===== src/rtl/data_mem_arbiter.sv =====
// data_mem_arbiter: two-requester arbiter that runs each access to data_mem
// as a registered IDLE -> ISSUE -> DONE transaction.
module data_mem_arbiter #(
    parameter int ADDR_W    = 3,
    parameter int DATA_W    = 16,
    parameter int FIXED_PRI = 0
) (
    input  logic              clk,
    input  logic              rst,
    input  logic              req0,
    input  logic              req1,
    input  logic              we0,
    input  logic              we1,
    input  logic [ADDR_W-1:0] addr0,
    input  logic [ADDR_W-1:0] addr1,
    input  logic [DATA_W-1:0] wdata0,
    input  logic [DATA_W-1:0] wdata1,
    output logic              ack0,
    output logic              ack1,
    output logic [DATA_W-1:0] rdata0,
    output logic [DATA_W-1:0] rdata1,
    output logic              busy,
    output logic              sig_mem_write,
    output logic              sig_mem_read,
    output logic [ADDR_W-1:0] mem_addr,
    output logic [DATA_W-1:0] mem_write_data,
    input  logic [DATA_W-1:0] mem_read_data
);
    typedef enum logic [1:0] {IDLE, ISSUE, DONE} state_t;

    state_t state_q, state_d;
    logic gnt_q, gnt_d, we_q, we_d, last_gnt_q, last_gnt_d;
    logic ack0_q, ack0_d, ack1_q, ack1_d, busy_q, busy_d;
    logic wr_q, wr_d, rd_q, rd_d;
    logic [ADDR_W-1:0] addr_q, addr_d;
    logic [DATA_W-1:0] wdata_q, wdata_d, rdata0_q, rdata0_d, rdata1_q, rdata1_d;
    logic win;

    // On contention the requester not served last wins unless priority is fixed.
    assign win = (req0 && req1) ? ((FIXED_PRI != 0) ? 1'b0 : !last_gnt_q) : req1;

    always_comb begin
        state_d    = state_q;
        gnt_d      = gnt_q;
        we_d       = we_q;
        last_gnt_d = last_gnt_q;
        addr_d     = addr_q;
        wdata_d    = wdata_q;
        rdata0_d   = rdata0_q;
        rdata1_d   = rdata1_q;
        busy_d     = busy_q;
        ack0_d     = 1'b0;
        ack1_d     = 1'b0;
        wr_d       = 1'b0;
        rd_d       = 1'b0;
        case (state_q)
            IDLE: if (req0 || req1) begin
                gnt_d   = win;
                we_d    = win ? we1 : we0;
                addr_d  = win ? addr1 : addr0;
                wdata_d = win ? wdata1 : wdata0;
                wr_d    = we_d;
                rd_d    = !we_d;
                busy_d  = 1'b1;
                state_d = ISSUE;
            end
            ISSUE: begin
                ack0_d     = !gnt_q;
                ack1_d     = gnt_q;
                rdata0_d   = (!we_q && !gnt_q) ? mem_read_data : rdata0_q;
                rdata1_d   = (!we_q && gnt_q) ? mem_read_data : rdata1_q;
                last_gnt_d = gnt_q;
                state_d    = DONE;
            end
            DONE: begin
                busy_d  = 1'b0;
                state_d = IDLE;
            end
            default: state_d = IDLE;
        endcase
    end

    always_ff @(posedge clk) begin
        if (rst) begin
            state_q    <= IDLE;
            gnt_q      <= 1'b0;
            we_q       <= 1'b0;
            last_gnt_q <= 1'b1;
            addr_q     <= '0;
            wdata_q    <= '0;
            rdata0_q   <= '0;
            rdata1_q   <= '0;
            busy_q     <= 1'b0;
            ack0_q     <= 1'b0;
            ack1_q     <= 1'b0;
            wr_q       <= 1'b0;
            rd_q       <= 1'b0;
        end else begin
            state_q    <= state_d;
            gnt_q      <= gnt_d;
            we_q       <= we_d;
            last_gnt_q <= last_gnt_d;
            addr_q     <= addr_d;
            wdata_q    <= wdata_d;
            rdata0_q   <= rdata0_d;
            rdata1_q   <= rdata1_d;
            busy_q     <= busy_d;
            ack0_q     <= ack0_d;
            ack1_q     <= ack1_d;
            wr_q       <= wr_d;
            rd_q       <= rd_d;
        end
    end

    assign ack0           = ack0_q;
    assign ack1           = ack1_q;
    assign rdata0         = rdata0_q;
    assign rdata1         = rdata1_q;
    assign busy           = busy_q;
    assign sig_mem_write  = wr_q;
    assign sig_mem_read   = rd_q;
    assign mem_addr       = addr_q;
    assign mem_write_data = wdata_q;
endmodule


===== config.mk =====
export PLATFORM = sky130hd
export DESIGN_NAME = data_mem_arbiter
export DESIGN_NICKNAME = d
export VERILOG_FILES = /design/src/rtl/data_mem_arbiter.sv
export SDC_FILE = /design/constraint.sdc
export NUM_CORES = 1
export LEC_CHECK = 0
export BUFFER_PORTS_ARGS = -buffer_cell sky130_fd_sc_hd__buf_2
export CAP_MARGIN = 40
export CORE_ASPECT_RATIO = 1.4
export CORE_MARGIN = 2
export CORE_UTILIZATION = 42
export CTS_BUF_LIST = sky130_fd_sc_hd__clkbuf_8
export CTS_CLUSTER_SIZE = 20
export DETAILED_ROUTE_END_ITERATION = 10
export HOLD_SLACK_MARGIN = 0.05
export PLACE_DENSITY = 0.85
export SLEW_MARGIN = 20
export SYNTH_ARGS = -nofsm -noshare
export SYNTH_HDL_FRONTEND = slang
export SYNTH_SLANG_ARGS = --single-unit

===== constraint.sdc =====
create_clock -name clk -period 1.4 [get_ports clk]
set_input_delay 0.14 -clock clk [delete_from_list [all_inputs] [get_ports clk]]
set_output_delay 0.14 -clock clk [all_outputs]
set_load 0.005 [all_outputs]

==> results of run 1 <==
==> flip-flops by register name (all words and copies together), names as in the netlist <==
| name | flops |
|---|---|
| sig_mem_read | 1 |
| last_gnt_q | 1 |
| rdata0 | 16 |
| ack0 | 1 |
| we_q | 1 |
| mem_write_data | 16 |
| busy | 1 |
| gnt_q | 1 |
| rdata1 | 16 |
| sig_mem_write | 1 |
| mem_addr | 3 |
| ack1 | 1 |
| state_q | 2 |
==> layout by cell type, fill, tap and decap left out, drive strengths merged, types with 2 or more instances in the layout <==
| cell | instances |
|---|---|
| nor2 | 3 |
| clkinv | 4 |
| a21bo | 2 |
| and2 | 2 |
| buf | 129 |
| clkbuf | 10 |
| nand2b | 2 |
| mux2i | 2 |
| nor3 | 2 |
| nand2 | 104 |
| inv | 2 |
| a311oi | 19 |
| a21oi | 54 |
| dfxtp | 61 |
==> layer usage <==
layer / track usage [%] / up-vias / wire length [µm]
met1: 21.4 / 1115 / 2400
met3: 4.37 / 12 / 347
li1: - / 1203 / -
met4: 9.86 / 0 / 106
met5: 0 / - / 0
met2: 36.8 / 87 / 3160
==> cell type report <==
| type | instances | area share, % |
|---|---|---|
| Multi-Input combinational cell | 199 | 31.5 |
| Sequential cell | 61 | 38.0 |
| Tap cell | 68 | 2.64 |
| Clock inverter | 6 | 1.67 |
| Timing Repair Buffer | 130 | 21.9 |
| Inverter | 1 | 0.117 |
| Clock buffer | 10 | 4.28 |
==> cell families (layout without fill, tap and decap cells) <==
logic type | count (synthesis) | count (layout) | share of synthesized area (%)
buffers and inverters | 26 | 147 | 5.28
multiplexers | 2 | 2 | 0.853
flip-flops | 61 | 61 | 52.0
AO/OA/AOI/OAI | 78 | 78 | 20.3
AND/OR/NAND/NOR | 119 | 119 | 21.5
==> stage by stage <==
stage          hold WS [ns]  setup TNS [ns]  std cells
3_5_place_dp          0.399          -0.772        458
3_3_place_gp          0.393               0        458
5_1_grt              0.0556               0        475
6_report             0.0679               0        475
4_1_cts              0.0512               0        474
2_1_floorplan         0.276               0        286
==> how the worst max path moves through the flow <==
stage	start	to	slack (ns)
global route	we_q	rdata1[7]	0.01
floorplan	gnt_q	rdata0[11]	0.02
global placement	state_q[0]	mem_addr[0]	0.002
detailed placement	state_q[0]	mem_write_data[13]	-0.06
finish	state_q[0]	rdata0[2]	0.08
CTS	state_q[0]	rdata0[2]	0.007
==> power by group through the flow <==
stage	Sequential, mW	Clock, mW	Combinational (mW)
after detailed placement	1.96	0	0.628
after floorplan	1.97	0	0.321
final	1.93	1.49	0.626
after global placement	1.96	0	0.613
after global routing	1.94	1.61	0.702
after CTS	1.92	1.52	0.631
==> critical path, delay by kind of cell, from the launching register on <==
| family | cells | cell delay [ns] |
|---|---|---|
| buffers and inverters | 1 | 0.21 |
| DFF | 1 | 0.39 |
| and+or+nand+nor | 2 | 0.53 |
| AOI/OAI and AO/OA | 1 | 0.08 |
==> what timing repair did <==
action / 4_1_cts / 5_1_grt
hold buffers: 0 / 1
setup endpoints to repair: 20 / 16
hold endpoints to repair: 0 / 1
gates resized for setup: 1 / 1
==> impl_results.md, run 1 <==
* Largest vdd supply drop at 0.691 mV
* Worst hold path cell count at 3
* Data required, critical path at 1.59 ns
* Antenna violation net count after detailed routing at 0
* Area contributors post-synth: sky130_fd_sc_hd__dfxtp_1, sky130_fd_sc_hd__nand2_1, sky130_fd_sc_hd__a21oi_1
* Max-cap violations at 0
* Status: finished clean
* Logic pwr share at between 15 and 20%
* H-tree levels at 3
* Largest net degree at the start of global routing at 33
* CTS tree: done
* DRC at 0
* Number of sinks on the clock net at around 60
* Area after detailed placement at between 3000 and 4000 µm²
* Grt ovf at 0
* Quantity of I/O buffers inserted on ports at 115
* Slowest cell on the critical path: sky130_fd_sc_hd__or4b_1
* Number of synthesized flops with an enable pin at 0
* Crit path arrival time at 1.51 ns
* RSZ-0062 raised after global routing: no
* Hold endpoint: rdata0[5]
* Post-synthesis cell type with the largest combined area: sky130_fd_sc_hd__dfxtp_1
* Initial Utilization at 43.1%
* Area taken by flip-flops and latches at roughly 1200 µm²
* Number of fill cells at 500
* Top flip-flop cell by instance count after synthesis: sky130_fd_sc_hd__dfxtp_1
* Slew @ Worst Pin at 0.388 ns
* Clk pin slew, worst setup/hold paths at 0.06 ns
* List of most frequent post-synthesis cells: sky130_fd_sc_hd__nand2_1, sky130_fd_sc_hd__dfxtp_1, sky130_fd_sc_hd__a21oi_1, sky130_fd_sc_hd__a311oi_1
* Via count of the first global-routing pass at 2317
* Design Power at 4.04 mW
* Highest cell delay on the worst timing path at 0.44 ns
* CP Capture Type: flop
* Crit Path Class: reg -> reg
* R2r endpoint: rdata0[2]
* Maximum clock frequency at between 700 and 800 MHz
* Netlist cell types at 26
* Post-placement worst setup slack at -0.0618 ns
* Via/cell ratio at 5.09
* Crit start category: flop
* Die height at 92.5 µm
* Yosys warning total at 0
* Top fanout value on the critical path at 16
* Static leakage power at 1.49 nW
* HP Class: in -> reg
* Avg WL per Cell at approximately 13 µm
* Number of antenna violations at the first check in global routing at 0
* Setup Viol. Count Final at 0
* Switching Share at 25.5%
* Worst-Skew Late Latency at 0.33 ns
* Area fraction of the dominant cell type after synthesis at 52.0%
* Flop and latch count out of synthesis at 61
* Share of final-layout standard cells stronger than drive strength 1 at 37.1%
* Post-synth design cell area at 2350 µm²
* Final setup skew at 0.00851 ns
* Areal power density over the cells at 1250 nW/µm²
* Clock root buffer master: sky130_fd_sc_hd__clkbuf_8
* Period utilisation layout at a little over nine tenths
* Max clock buf depth at 2
* Proportion of register bits with asynchronous set or reset after synthesis at 0%
* Critical-path cell list: or4b_1 > buf_4 > nand2_1 > a21oi_1
* Startpoint of the lowest-slack register-to-register path: state_q[0]
* Floorplan die area at 6210 µm²
* Final antenna diode count at 0
* Net count after synthesis at ~350
* Global-route wire length before repair at 9870 µm
* Num CTS Buffers at 9
* Post-Syn Area per Cell at 8.21 µm²
* Worst relative slew slack at 74.2%
* Worst Hold Launch: mem_read_data[5]
* Num ports at 116
* Number of iterations in the first detailed-routing pass at 4
* Worst reg2reg path depth at 4
* Clock share of power at 36.8%
* Internal portion of total power at roughly 3.0 mW
* Net switching power figure at 1.03 mW
* Utilization after layout at 59.1%
* Layout Cell Area excl Fill at 3220 µm²
* Register-to-register setup slack at ~0.076 ns
* Multi-input gate area in the final layout at 1010 µm²
* Post-synthesis to final-layout area growth at 37.1%
* Fin crit period at about 1.3 ns
* Post-CTS repair timing setup buffer count at 0
* Initial DRC count at 189
* Core area at between 5000 and 6000 µm²
* Fin. max-slew vios at 0
* All-Layer GR Usage at between 20% and 30%
* Count of nets after finishing at around 460
* Final setup margin at 0.0757 ns
* Fraction of power consumed by sequential logic at 47.7%
* Die width at approximately 67 µm
* Detailed Route WL at 6010 µm
* Cell with the most instances after synthesis: sky130_fd_sc_hd__nand2_1
* Detailed placer's ending HPWL at between 4000 and 5000 µm
* Cell count after synthesis at 286
* Routability congestion estimate from global placement at 0.790
* Fraction of the yosys area taken by sequential cells at 52.0%
* Final hold violation count at 0
* FP Rows at 32
* Routed via count at around 2400
Power figures use the tool's default switching activity.
==> inputs of run 2 (changes only) <==
Settings changed: BUFFER_PORTS_ARGS -buffer_cell sky130_fd_sc_hd__buf_2 to default, CORE_UTILIZATION 42 to 50, DONT_BUFFER_PORTS from default to 1, PLACE_DENSITY 0.85 to 0.76.
==> run 2 against run 1 <==
The run now ends with negative hold slack left. Critical path type unchanged. Highest routed layer unchanged. Power decreased by 4.9%. Non-clock buffer count down 117. First-iteration DRC count shrank 39%. Combinational power is 36% lower. Via count decreased by 20%. Clock power about the same. Core utilization decreased by 0.70 points. Largest power group unchanged. Sequential share of layout area grew 8.2 points. Worst hold slack got worse by 0.19 ns. Largest cell class unchanged. Wire length fell by 15%. Sequential power about the same. Critical path depth did not move.
==> impl_results.md, run 2 (synthesis results as in run 1) <==
* Setup Viol. Count Final at 0 (unchanged)
* Grt ovf at 0 (unchanged)
* Worst Hold Launch: rst (was mem_read_data[5])
* Floorplan die area at 5270 µm² (was 6210 µm²)
* Antenna violation net count after detailed routing at 0 (unchanged)
* Final hold violation count at 60 (was 0)
* CP Capture Type: flop (unchanged)
* Avg WL per Cell at 14.5 µm (was 12.7 µm)
* Most common library cell in the layout ignoring fill and taps: sky130_fd_sc_hd__nand2_1 (was sky130_fd_sc_hd__buf_2)
* Post-synthesis to final-layout area growth at 12.8% (was 37.1%)
* Data required, critical path at 1.62 ns (was 1.59 ns)
* Detailed Route WL at 5100 µm (was 6010 µm)
* Internal portion of total power at 2.89 mW (was 3.01 mW)
* Clock share of power at 38.6% (was 36.8%)
* FP Rows at 29 (was 32)
* Period utilisation layout at 91.1% (was 94.6%)
* Maximum clock frequency at 784 MHz (was 755 MHz)
* Startpoint of the lowest-slack register-to-register path: gnt_q (was state_q[0])
* Via count of the first global-routing pass at 1837 (was 2317)
* Filler-free cell count of the finished design at 352 (was 475)
* Slew @ Worst Pin at 0.304 ns (was 0.388 ns)
* Areal power density over the cells at 1450 nW/µm² (was 1250 nW/µm²)
* Worst hold slack at -0.120 ns (was 0.0679 ns)
* Max-cap violations at 0 (unchanged)
* Worst-Skew Late Latency at 0.32 ns (was 0.33 ns)
* Number of antenna violations at the first check in global routing at 0 (unchanged)
* Status: finished with violations (was finished clean)
* Commonest cells after routing, fill and taps aside: sky130_fd_sc_hd__nand2_1, sky130_fd_sc_hd__dfxtp_1, sky130_fd_sc_hd__a21oi_1 (was sky130_fd_sc_hd__buf_2, sky130_fd_sc_hd__nand2_1, sky130_fd_sc_hd__dfxtp_1)
* Clk pin slew, worst setup/hold paths at 0.06 ns (about the same)
* Fraction of power consumed by sequential logic at 50.9% (was 47.7%)
* HP Class: in -> reg (unchanged)
* Via/cell ratio at 5.47 (was 5.09)
* Number of iterations in the first detailed-routing pass at 4 (unchanged)
* Die width at 61.9 µm (was 67.2 µm)
* Num ports at 116 (unchanged)
* Worst relative slew slack at 79.1% (was 74.2%)
* Routability congestion estimate from global placement at 0.751 (was 0.790)
* Initial DRC count at 115 (was 189)
* Area after detailed placement at 2450 µm² (was 3010 µm²)
* Fin. max-slew vios at 0 (unchanged)
* RSZ-0062 raised after global routing: no (unchanged)
* Die height at 85.1 µm (was 92.5 µm)
* Final antenna diode count at 0 (unchanged)
* Final setup skew at 0.00571 ns (was 0.00851 ns)
* Top fanout value on the critical path at 16 (unchanged)
* Count of nets after finishing at 345 (was 462)
* DRC at 0 (unchanged)
* Fin crit period at 1.28 ns (was 1.32 ns)
* Violated checks: negative hold slack
* Cells after DPL at 336 (was 458)
* Largest net degree at the start of global routing at 61 (was 33)
* Quantity of I/O buffers inserted on ports at 0 (was 115)
* Largest vdd supply drop at 0.791 mV (was 0.691 mV)
* Crit path arrival time at 1.49 ns (was 1.51 ns)
* Share of final-layout standard cells stronger than drive strength 1 at 11.0% (was 37.1%)
* All-Layer GR Usage at 19.9% (was 20.3%)
* Layout Cell Area excl Fill at 2650 µm² (was 3220 µm²)
* Initial Utilization at 51.8% (was 43.1%)
* Setup TNS at 0 ns (unchanged)
* Crit start category: flop (unchanged)
* Logic pwr share at 10.5% (was 15.5%)
* Static leakage power at 0.964 nW (was 1.49 nW)
* Number of sinks on the clock net at 61 (unchanged)
* Clock root buffer master: sky130_fd_sc_hd__clkbuf_8 (unchanged)
* Detailed placer's ending HPWL at 3640 µm (was 4350 µm)
* Setup crit start: gnt_q (was state_q[0])
* CTS tree: done (unchanged)
* Crit Path Class: reg -> reg (unchanged)
* H-tree levels at 3 (unchanged)
* Global-route wire length before repair at 7910 µm (was 9870 µm)
* Switching Share at 24.6% (was 25.5%)
* Num CTS Buffers at 9 (unchanged)
* Net switching power figure at 0.944 mW (was 1.03 mW)
* Number of fill cells at 412 (was 500)
* Max clock buf depth at 2 (unchanged)
* Core area at 4540 µm² (was 5450 µm²)
* Routed via count at 1925 (was 2417)
==> run 2: through the flow <==
stage / setup slack, ns / utilization (%) / total power, mW / hold WS (ns)
after detailed placement: 0.0705 / 54.1 / 2.40 / 0.217
after floorplan: 0.0156 / - / 2.29 / 0.276
after CTS: 0.0576 / 58.4 / 3.89 / -0.139
final: 0.125 / 58.4 / 3.84 / -0.120
after global routing: 0.00358 / 58.4 / 4.03 / -0.137
after global placement: 0.126 / 54.1 / 2.39 / 0.213
==> run 2: layout make-up <==
cell class | instances | area [µm²] | share of cell area (%)
sequential | 61 | 1220 | 46.2
tap | 62 | 77.6 | 2.93
clock buffer | 10 | 138 | 5.20
multi-input combinational | 199 | 1020 | 38.4
inverter | 1 | 3.75 | 0.142
clock inverter | 6 | 55.1 | 2.08
timing repair buffer | 13 | 135 | 5.10
==> run 2: power by group through the flow <==
stage	combinational (mW)	clock (mW)	sequential, mW
2_1_floorplan	0.321	0	1.97
6_report	0.402	1.48	1.95
3_5_place_dp	0.409	0	1.99
3_3_place_gp	0.395	0	1.99
5_1_grt	0.456	1.60	1.97
4_1_cts	0.408	1.52	1.96
==> run 2: path summary, 6_finish.rpt <==
kind | end | slack, ns | depth (start not counted)
setup / recovery | rdata0[2] | 0.12 | 4
hold / removal | rdata1[1] | -0.12 | 1
setup reg to reg | rdata0[2] | 0.12 | 4
hold reg to reg | rdata1[4] | 0.47 | 2
==> run 2: worst max-delay path, cell delays in order, from the launching register on <==
cell and delay [ns]:
sky130_fd_sc_hd__dfxtp_1 0.31, sky130_fd_sc_hd__or4b_1 0.51, sky130_fd_sc_hd__buf_4 0.20, sky130_fd_sc_hd__nand2_1 0.08, sky130_fd_sc_hd__a21oi_1 0.06
==> run 2: per-layer routing <==
metal | up-vias | part of all wire [%] | track usage (%)
met5 | - | 0 | 0
met4 | 0 | 1.7 | 11.6
met3 | 7 | 9.7 | 5.95
met2 | 93 | 50 | 34.1
met1 | 855 | 38 | 20.3
li1 | 970 | - | -
==> run 2: repair_timing <==
item,4_1_cts,5_1_grt
hold endpoints to repair,61,61
gates resized for setup,0,1
buffers inserted,0,0
endpoints found under the setup margin,0,17
